## src/rtl/lag_capture.sv

```systemverilog
// Lag-tester receive side: times start-of-flash to photo-sensor detection in 0.01 ms BCD
// units and keeps the last result plus best/worst/count statistics.
module lag_capture #(
  parameter int DEBOUNCE_CYCLES   = 16,
  parameter bit SENSOR_ACTIVE_LOW = 1'b1
) (
  input  logic        clock,
  input  logic        reset,
  input  logic        start,
  input  logic        tick,
  input  logic        sensor,
  output logic        busy,
  output logic [19:0] result_bcd,
  output logic        result_valid,
  output logic        timeout,
  output logic [19:0] best_bcd,
  output logic [19:0] worst_bcd,
  output logic [7:0]  sample_count,
  output logic        sensor_level
);

  localparam int          DB_W    = $clog2(DEBOUNCE_CYCLES + 1);
  localparam logic [19:0] BCD_MAX = 20'h99999;

  // state   | meaning
  // IDLE    | waiting for start; last result and statistics held
  // MEASURE | counting ticks until detect, restart or saturation
  typedef enum logic {IDLE, MEASURE} state_t;

  state_t          state, state_next;
  logic            sync_1, sync_2;
  logic            light_sync;
  logic [DB_W-1:0] db_count;
  logic            db_flip;
  logic            detect;
  logic [19:0]     count_bcd;
  logic [19:0]     count_stepped;
  logic            clear_count, count_step, capture, saturate;

  function automatic logic [19:0] bcd_inc(input logic [19:0] v);
    logic [19:0] r;
    logic        carry;
    r     = v;
    carry = 1'b1;
    for (int d = 0; d < 5; d++) begin
      if (carry) begin
        if (v[d*4 +: 4] == 4'd9) begin
          r[d*4 +: 4] = 4'd0;
        end else begin
          r[d*4 +: 4] = v[d*4 +: 4] + 4'd1;
          carry       = 1'b0;
        end
      end
    end
    return r;
  endfunction

  // Synchronizer resets to the pin's dark level so no spurious edge follows reset.
  always_ff @(posedge clock) begin
    if (reset) begin
      sync_1 <= SENSOR_ACTIVE_LOW;
      sync_2 <= SENSOR_ACTIVE_LOW;
    end else begin
      sync_1 <= sensor;
      sync_2 <= sync_1;
    end
  end

  assign light_sync = sync_2 ^ SENSOR_ACTIVE_LOW;
  assign db_flip    = (light_sync != sensor_level) &&
                      (db_count == DB_W'(DEBOUNCE_CYCLES - 1));
  assign detect     = db_flip && !sensor_level;

  always_ff @(posedge clock) begin
    if (reset) begin
      db_count     <= '0;
      sensor_level <= 1'b0;
    end else if (light_sync == sensor_level) begin
      db_count <= '0;
    end else if (db_flip) begin
      db_count     <= '0;
      sensor_level <= ~sensor_level;
    end else begin
      db_count <= db_count + DB_W'(1);
    end
  end

  always_ff @(posedge clock) begin
    if (reset) state <= IDLE;
    else       state <= state_next;
  end

  // Priority in MEASURE: restart, then saturation, then detect.
  always_comb begin
    state_next  = state;
    busy        = 1'b0;
    clear_count = 1'b0;
    count_step  = 1'b0;
    capture     = 1'b0;
    saturate    = 1'b0;
    case (state)
      IDLE: begin
        if (start) begin
          clear_count = 1'b1;
          state_next  = MEASURE;
        end
      end
      MEASURE: begin
        busy = 1'b1;
        if (start) begin
          clear_count = 1'b1;
        end else if (tick && (count_bcd == BCD_MAX)) begin
          saturate   = 1'b1;
          state_next = IDLE;
        end else begin
          count_step = tick;
          if (detect) begin
            capture    = 1'b1;
            state_next = IDLE;
          end
        end
      end
      default: state_next = IDLE;
    endcase
  end

  assign count_stepped = count_step ? bcd_inc(count_bcd) : count_bcd;

  always_ff @(posedge clock) begin
    if (reset) begin
      count_bcd    <= '0;
      result_bcd   <= '0;
      result_valid <= 1'b0;
      timeout      <= 1'b0;
      best_bcd     <= BCD_MAX;
      worst_bcd    <= '0;
      sample_count <= '0;
    end else begin
      result_valid <= 1'b0;
      if (clear_count) begin
        count_bcd <= '0;
        timeout   <= 1'b0;
      end else if (saturate) begin
        count_bcd    <= BCD_MAX;
        result_bcd   <= BCD_MAX;
        timeout      <= 1'b1;
        result_valid <= 1'b1;
      end else if (capture) begin
        count_bcd    <= count_stepped;
        result_bcd   <= count_stepped;
        result_valid <= 1'b1;
        // BCD digit ordering makes a plain unsigned compare numeric.
        if (count_stepped < best_bcd)  best_bcd  <= count_stepped;
        if (count_stepped > worst_bcd) worst_bcd <= count_stepped;
        if (sample_count != 8'hFF)     sample_count <= sample_count + 8'd1;
      end else begin
        count_bcd <= count_stepped;
      end
    end
  end

endmodule

```

## config.mk

```make
export PLATFORM = sky130hd
export DESIGN_NAME = lag_capture
export DESIGN_NICKNAME = d
export VERILOG_FILES = /design/src/rtl/lag_capture.sv
export SDC_FILE = /design/constraint.sdc
export NUM_CORES = 1
export LEC_CHECK = 0
export ABC_AREA = 1
export ABC_CLOCK_PERIOD_IN_PS = 5500
export CORE_MARGIN = 2
export CORE_UTILIZATION = 40
export CTS_CLUSTER_DIAMETER = 200
export CTS_CLUSTER_SIZE = 10
export DETAILED_ROUTE_END_ITERATION = 8
export PLACE_DENSITY = 0.64
export SLEW_MARGIN = 15
export SYNTH_ARGS = -nofsm -noshare
export SYNTH_HDL_FRONTEND = slang
export SYNTH_SLANG_ARGS = --single-unit
```

## constraint.sdc

```tcl
create_clock -name clock -period 5.5 [get_ports clock]
set_input_delay 1.1 -clock clock [delete_from_list [all_inputs] [get_ports clock]]
set_output_delay 1.1 -clock clock [all_outputs]
set_load 0.02 [all_outputs]
```

==> Word level (Yosys, flattened, before mapping) <==
Cells that the tools add are included.
W data, S select, Z words.
{ "word_totals": {"register_bits": 99, "input_bits": 5, "output_inout_bits": 72, "word_cells": 89} }
{ "op_classes": {"add_sub_neg": 7, "n_lt_le_gt_ge": 2, "eq_ne": 10, "muxes": 38, "bitwise": 6, "reduce_logical": 13} }
{ "op_table": {"columns": ["op", "n"], "rows": [
  ["$mux W20", 4],
  ["$mux W4", 9],
  ["$mux W1", 24],
  ["$add A4 B1 Y4 const B", 5],
  ["$eq A20 B20 Y1 const B", 1],
  ["$eq A4 B4 Y1 const B", 5],
  ["$gt A20 B20 Y1", 1],
  ["$lt A20 B20 Y1", 1],
  ["$reduce_and A4 Y1", 3],
  ["$add A8 B1 Y8 const B", 1],
  ["$ne A8 B8 Y1 const B", 1],
  ["$not A1 Y1", 6],
  ["$reduce_or A3 Y1", 2],
  ["$add A5 B1 Y5 const B", 1],
  ["$eq A5 B4 Y1 const B", 1],
  ["$reduce_and A2 Y1", 2],
  ["$logic_and A1 B1 Y1", 3],
  ["$pmux W1 S2", 1],
  ["$reduce_bool A2 Y1", 1],
  ["$reduce_or A2 Y1", 1],
  ["$eq A1 B1 Y1", 1],
  ["$logic_not A1 Y1", 1],
  ["$ne A1 B1 Y1", 1]
]} }

==> Depth between registers and ports, before layout <==
{ "logic_depth": {"depth_word": 10, "ltp_mapped": 25} }

==> Worst setup path after synthesis <==
Ideal clock, no wire load.
{ "synth_timing": {"path_kind": "input -> register", "from": "in start", "to": "reg worst_bcd[9]", "t_arrival_ps": 3621, "path_slack_ps": 1809, "stages": 22, "path_buffers": 2, "path_cell_list": "inv_1 > nand3_1 > inv_1 > nand2_2 > buf_6 > nor2_2 > nand2_1 > nor2_2 > nand2_2 > xor2_2 > inv_2 > ha_1 > nand4_1 > or2_2 > nor3_1 > nand2_1 > nand2_1 > o21ai_2 > inv_2 > buf_2 > nand2_1 > a21oi_1"} }
{ "synth_between": {"elab_chain_cells": 5, "word_cells_on_any_way": 12} }
{ "synth_rtl": {"columns": ["item", "line", "text"], "rows": [
  ["start, declared", "9", "input logic start,"],
  ["$mux W1", "110", "if (start) begin"],
  ["$mux W1", "101", "case (state)"],
  ["$mux W20", "127", "assign count_stepped = count_step ? bcd_inc(count_bcd) : count_bcd;"],
  ["via count_stepped[18]", "37", "logic [19:0] count_stepped;"],
  ["$gt A20 B20 Y1", "154", "if (count_stepped > worst_bcd) worst_bcd <= count_stepped;"],
  ["$reduce_and A4 Y1 (no source line)", null, null],
  ["end signal, assigned", "154", null],
  ["end, declared", "17", "output logic [19:0] worst_bcd,"]
]} }
The timed path passes the listed nets, and every way through them passes these cells.
A chain may end at the register's enable or synchronous reset.

==> Worst setup path in the final report <==
{ "layout_timing": {"from": "in tick", "to": "reg worst_bcd[8]"} }
{ "layout_between": {"elab_chain_cells": 7, "word_cells_on_any_way": 14} }
{ "layout_rtl": {"columns": ["item", "line", "text"], "rows": [
  ["start, declared", "10", "input logic tick,"],
  ["$logic_and A1 B1 Y1", "112", "end else if (tick && (count_bcd == BCD_MAX)) begin"],
  ["$mux W1 *", "112", null],
  ["$mux W1 *", "110", null],
  ["$mux W1 *", "101", null],
  ["$mux W20 *", "127", null],
  ["via count_stepped[18]", "37", null],
  ["$gt A20 B20 Y1 *", "154", null],
  ["$reduce_and A4 Y1 (no source line) *", null, null]
]} }
Mark *: on every way through the listed nets, which the timed path passes. The rest lies on a longest branch.

==> impl_results.md <==
* Status: complete, no violations
* HP Class: flop to flop
* TritonCTS clock tree: yes
* CTS clock-pin slew for the worst setup and hold paths at 70 ps
* Crit Reg-Reg Endpoint: worst_bcd[8]
* Io pins at 77
* Sequential fraction of the synthesis area at 38.7%
* RePlAce Congestion at 0.882
* Drt pass-1 iters at 5
* Clk_skew at 13.3 ps
* Area Growth Syn to Fin at 23.3%
* Fin util at 50.2%
* Post-CTS Resized at 0
* Die Span Y at 117 um
* # rows at 41
* Max-Cap Viols at 0
* DRC Markers at 0
* Multi-input gate area at 0.00258 mm^2
* DP Area at 0.00601 mm^2
* Pleak at 0.00274 uW
* Sum of buffers and inverters on the critical path at 4
* Required time worst endpoint at 5800 ps
* Cell area after layout at between 0.006 and 0.007 mm^2
* Vias/cell at 5.07
* Post-CTS Setup Repair Bufs at 0
* Setup violators final at 0
* Levels on crit path at 19
* H-tree Lvls at 3
* Crit Path Category: primary input to flop
* CP arrival at roughly 4600 ps
* Worst reg2reg path startpoint: count_bcd[4]
* Final number of hold-violating endpoints at 0
* Die W at 117 um
* Clock latency on the worst-skew pair at 360 ps
* Max rail drop VDD at 0.000126 V
* P per Cell Area at ~220 mW/mm^2
* Final Net Count at 797
* Routed wire length at roughly 14 mm
* CTS buffer count at 9
* Cell family with most CP delay: simple AND/OR/NAND/NOR gates
* Grt total ovfl at 0
* 1st-iter DRT viols at 335
* Worst R2R Path Depth at 21
* Period utilization at 77.7%
* Worst-margin pin slew at 857 ps
* Avg WL per Cell at between 10 and 15 um
* Global-route wire length before repair at 21.8 mm
* Peak Freq at 234 MHz
* Worst Setup End Kind: flop
* Crit path capture: worst_bcd[8]
* Diode count at 0
* Reg area at 0.00198 mm^2
* Slew HR at 42.7%
* Syn Nets at 727
* Fraction of registers with async set/reset at 0%
* Total GRT Usage at 20.9%
* Clock Tree Root: clkbuf_16
* Fin crit period at 4270 ps
* Critical path startpoint category: primary input
* Initial Util at 40.7%
* Number of flops mapped to enable cells by yosys at 0
* Mapped Area at ~0.0051 mm^2
* Mapped Avg Cell Area at 7.52 um^2
* Commonest non-fill, non-tap cell in the layout: inv_1
* Crit-path slowest cell: clkdlybuf4s50_1
* Synth Instances at 680
* Setup TNS at 0 ps
* Post-DRT Antenna Nets at 0
* Crit path largest cell delay at roughly 530 ps
* Synth warn at 0
* Hold_buf cts at 0
* Core area at between 0.01 and 0.015 mm^2
* Primary FF master, synth: dfxtp_1
* Initial antenna violation count at 0
* Highest-count cells in the layout ignoring fill and taps: inv_1, nand2_1, dfxtp_1, clkdlybuf4s50_1, a21oi_1
* DP Wirelength at between 10 and 15 mm
* Routed vias at 4697
* Fraction of layout cells with a size suffix above 1 at 8.87%
* # clock sinks at 99
* Cells along the critical path: clkdlybuf4s50_1 > nand3_1 > inv_1 > nand2_2 > nor2_2 > nand2_1 > nor2_2 > nand2_2 > xor2_2 > inv_2 > ha_1 > nand4_1 > or2_2 > nor3_1 > a31oi_1 > o21ai_2 > buf_4 > o21ai_0 > a21oi_1
* Clk buf depth at 2
* Vias in the first global route at 4406
* Die Area at 0.0137 mm^2
* Number of synthesized register bits at 99
* Netlist cell types at 39
* RSZ-0062 raised after global routing: false
* CP Max Fanout at 22
* Max-slew violation count at 0
* I/O Buffers at 76
* Fillers at roughly 1200
* Launch point of the worst path: tick
* Pin count of the biggest net entering global routing at 41
* Worst R2R Setup Slack at 1830 ps
==> cell families (layout without fill, tap and decap cells) <==
| family | count (synthesis) | count (layout) | share of synthesized area (%) |
|---|---|---|---|
| xor+xnor | 7 | 7 | 1.64 |
| fa+ha+maj | 42 | 42 | 10.3 |
| flops | 99 | 99 | 38.7 |
| simple gates | 257 | 257 | 23.8 |
| compound gates | 137 | 137 | 14.8 |
| buf+inv | 138 | 213 | 10.8 |
==> area by class of cell <==
class / instances / share of cell area [%]
timing repair buffer: 81 / 12.7
sequential: 99 / 31.4
tap: 172 / 3.41
clock inverter: 3 / 0.337
inverter: 116 / 6.91
clock buffer: 13 / 4.29
multi-input combinational: 443 / 41.0
==> sequential cells by signal, summed over array words and instances, names as in the netlist <==
name and flops:
result_bcd 20, sync_2 1, result_valid 1, db_count 5, state 1, worst_bcd 20
best_bcd 20, timeout 1, sensor_level 1, count_bcd 20, sample_count 8, sync_1 1
==> routing by layer <==
layer | up-vias | track usage, % | routed length, um
met5 | - | 0 | 0
met4 | 0 | 10.3 | 461
met3 | 27 | 4.38 | 811
met2 | 149 | 32.6 | 6070
met1 | 2158 | 27.5 | 6220
li1 | 2363 | - | -
==> per-stage QoR <==
step,hold WS (ps),power [uW],cells,setup WS [ps]
after floorplan,389,769,680,1810
after global placement,390,782,911,927
after detailed placement,398,783,911,894
after CTS,413,1400,927,1250
after global routing,429,1440,927,895
final,411,1390,927,1230
==> worst min-delay path by stage <==
stage / start / to / slack [ps] / cells after the start
CTS: sync_1 / sync_2 / 410 / 1
detailed placement: sync_1 / sync_2 / 400 / 1
global route: sync_1 / sync_2 / 430 / 1
floorplan: sync_1 / sync_2 / 390 / 1
finish: sync_1 / sync_2 / 410 / 1
global placement: sync_1 / sync_2 / 390 / 1
==> cells in the mapped netlist, types with 4 or more instances <==
cell	number	area share [%]
nand2_2	6	0.73
o21ai_1	6	0.59
nor3_1	11	1.1
o211ai_1	4	0.59
nand4_1	15	1.8
nor2_2	6	0.73
inv_1	105	7.7
a21oi_1	74	7.2
nand3_1	44	4.3
clkbuf_1	10	0.73
buf_2	8	0.78
inv_2	11	0.81
nor2_4	4	0.88
xor2_1	4	0.68
dfxtp_1	99	39
o21ai_0	38	3.7
nor2_1	58	4.3
ha_1	42	10
nand2_1	99	7.3
==> where the power goes <==
part / switching (uW) / internal (uW) / leakage (uW)
clock network: 282 / 344 / 0.000142
logic: 31.9 / 14.6 / 0.00180
registers: 1.60 / 719 / 0.000798
==> worst reg2reg max path: cells and delay by family (launching register included) <==
kind | cells | cell delay, ps
compound gates | 4 | 490
xor+xnor | 1 | 280
fa+ha+maj | 1 | 310
buf+inv | 3 | 440
flops | 1 | 380
simple gates | 12 | 1690
(Power assumes the default switching activity.)
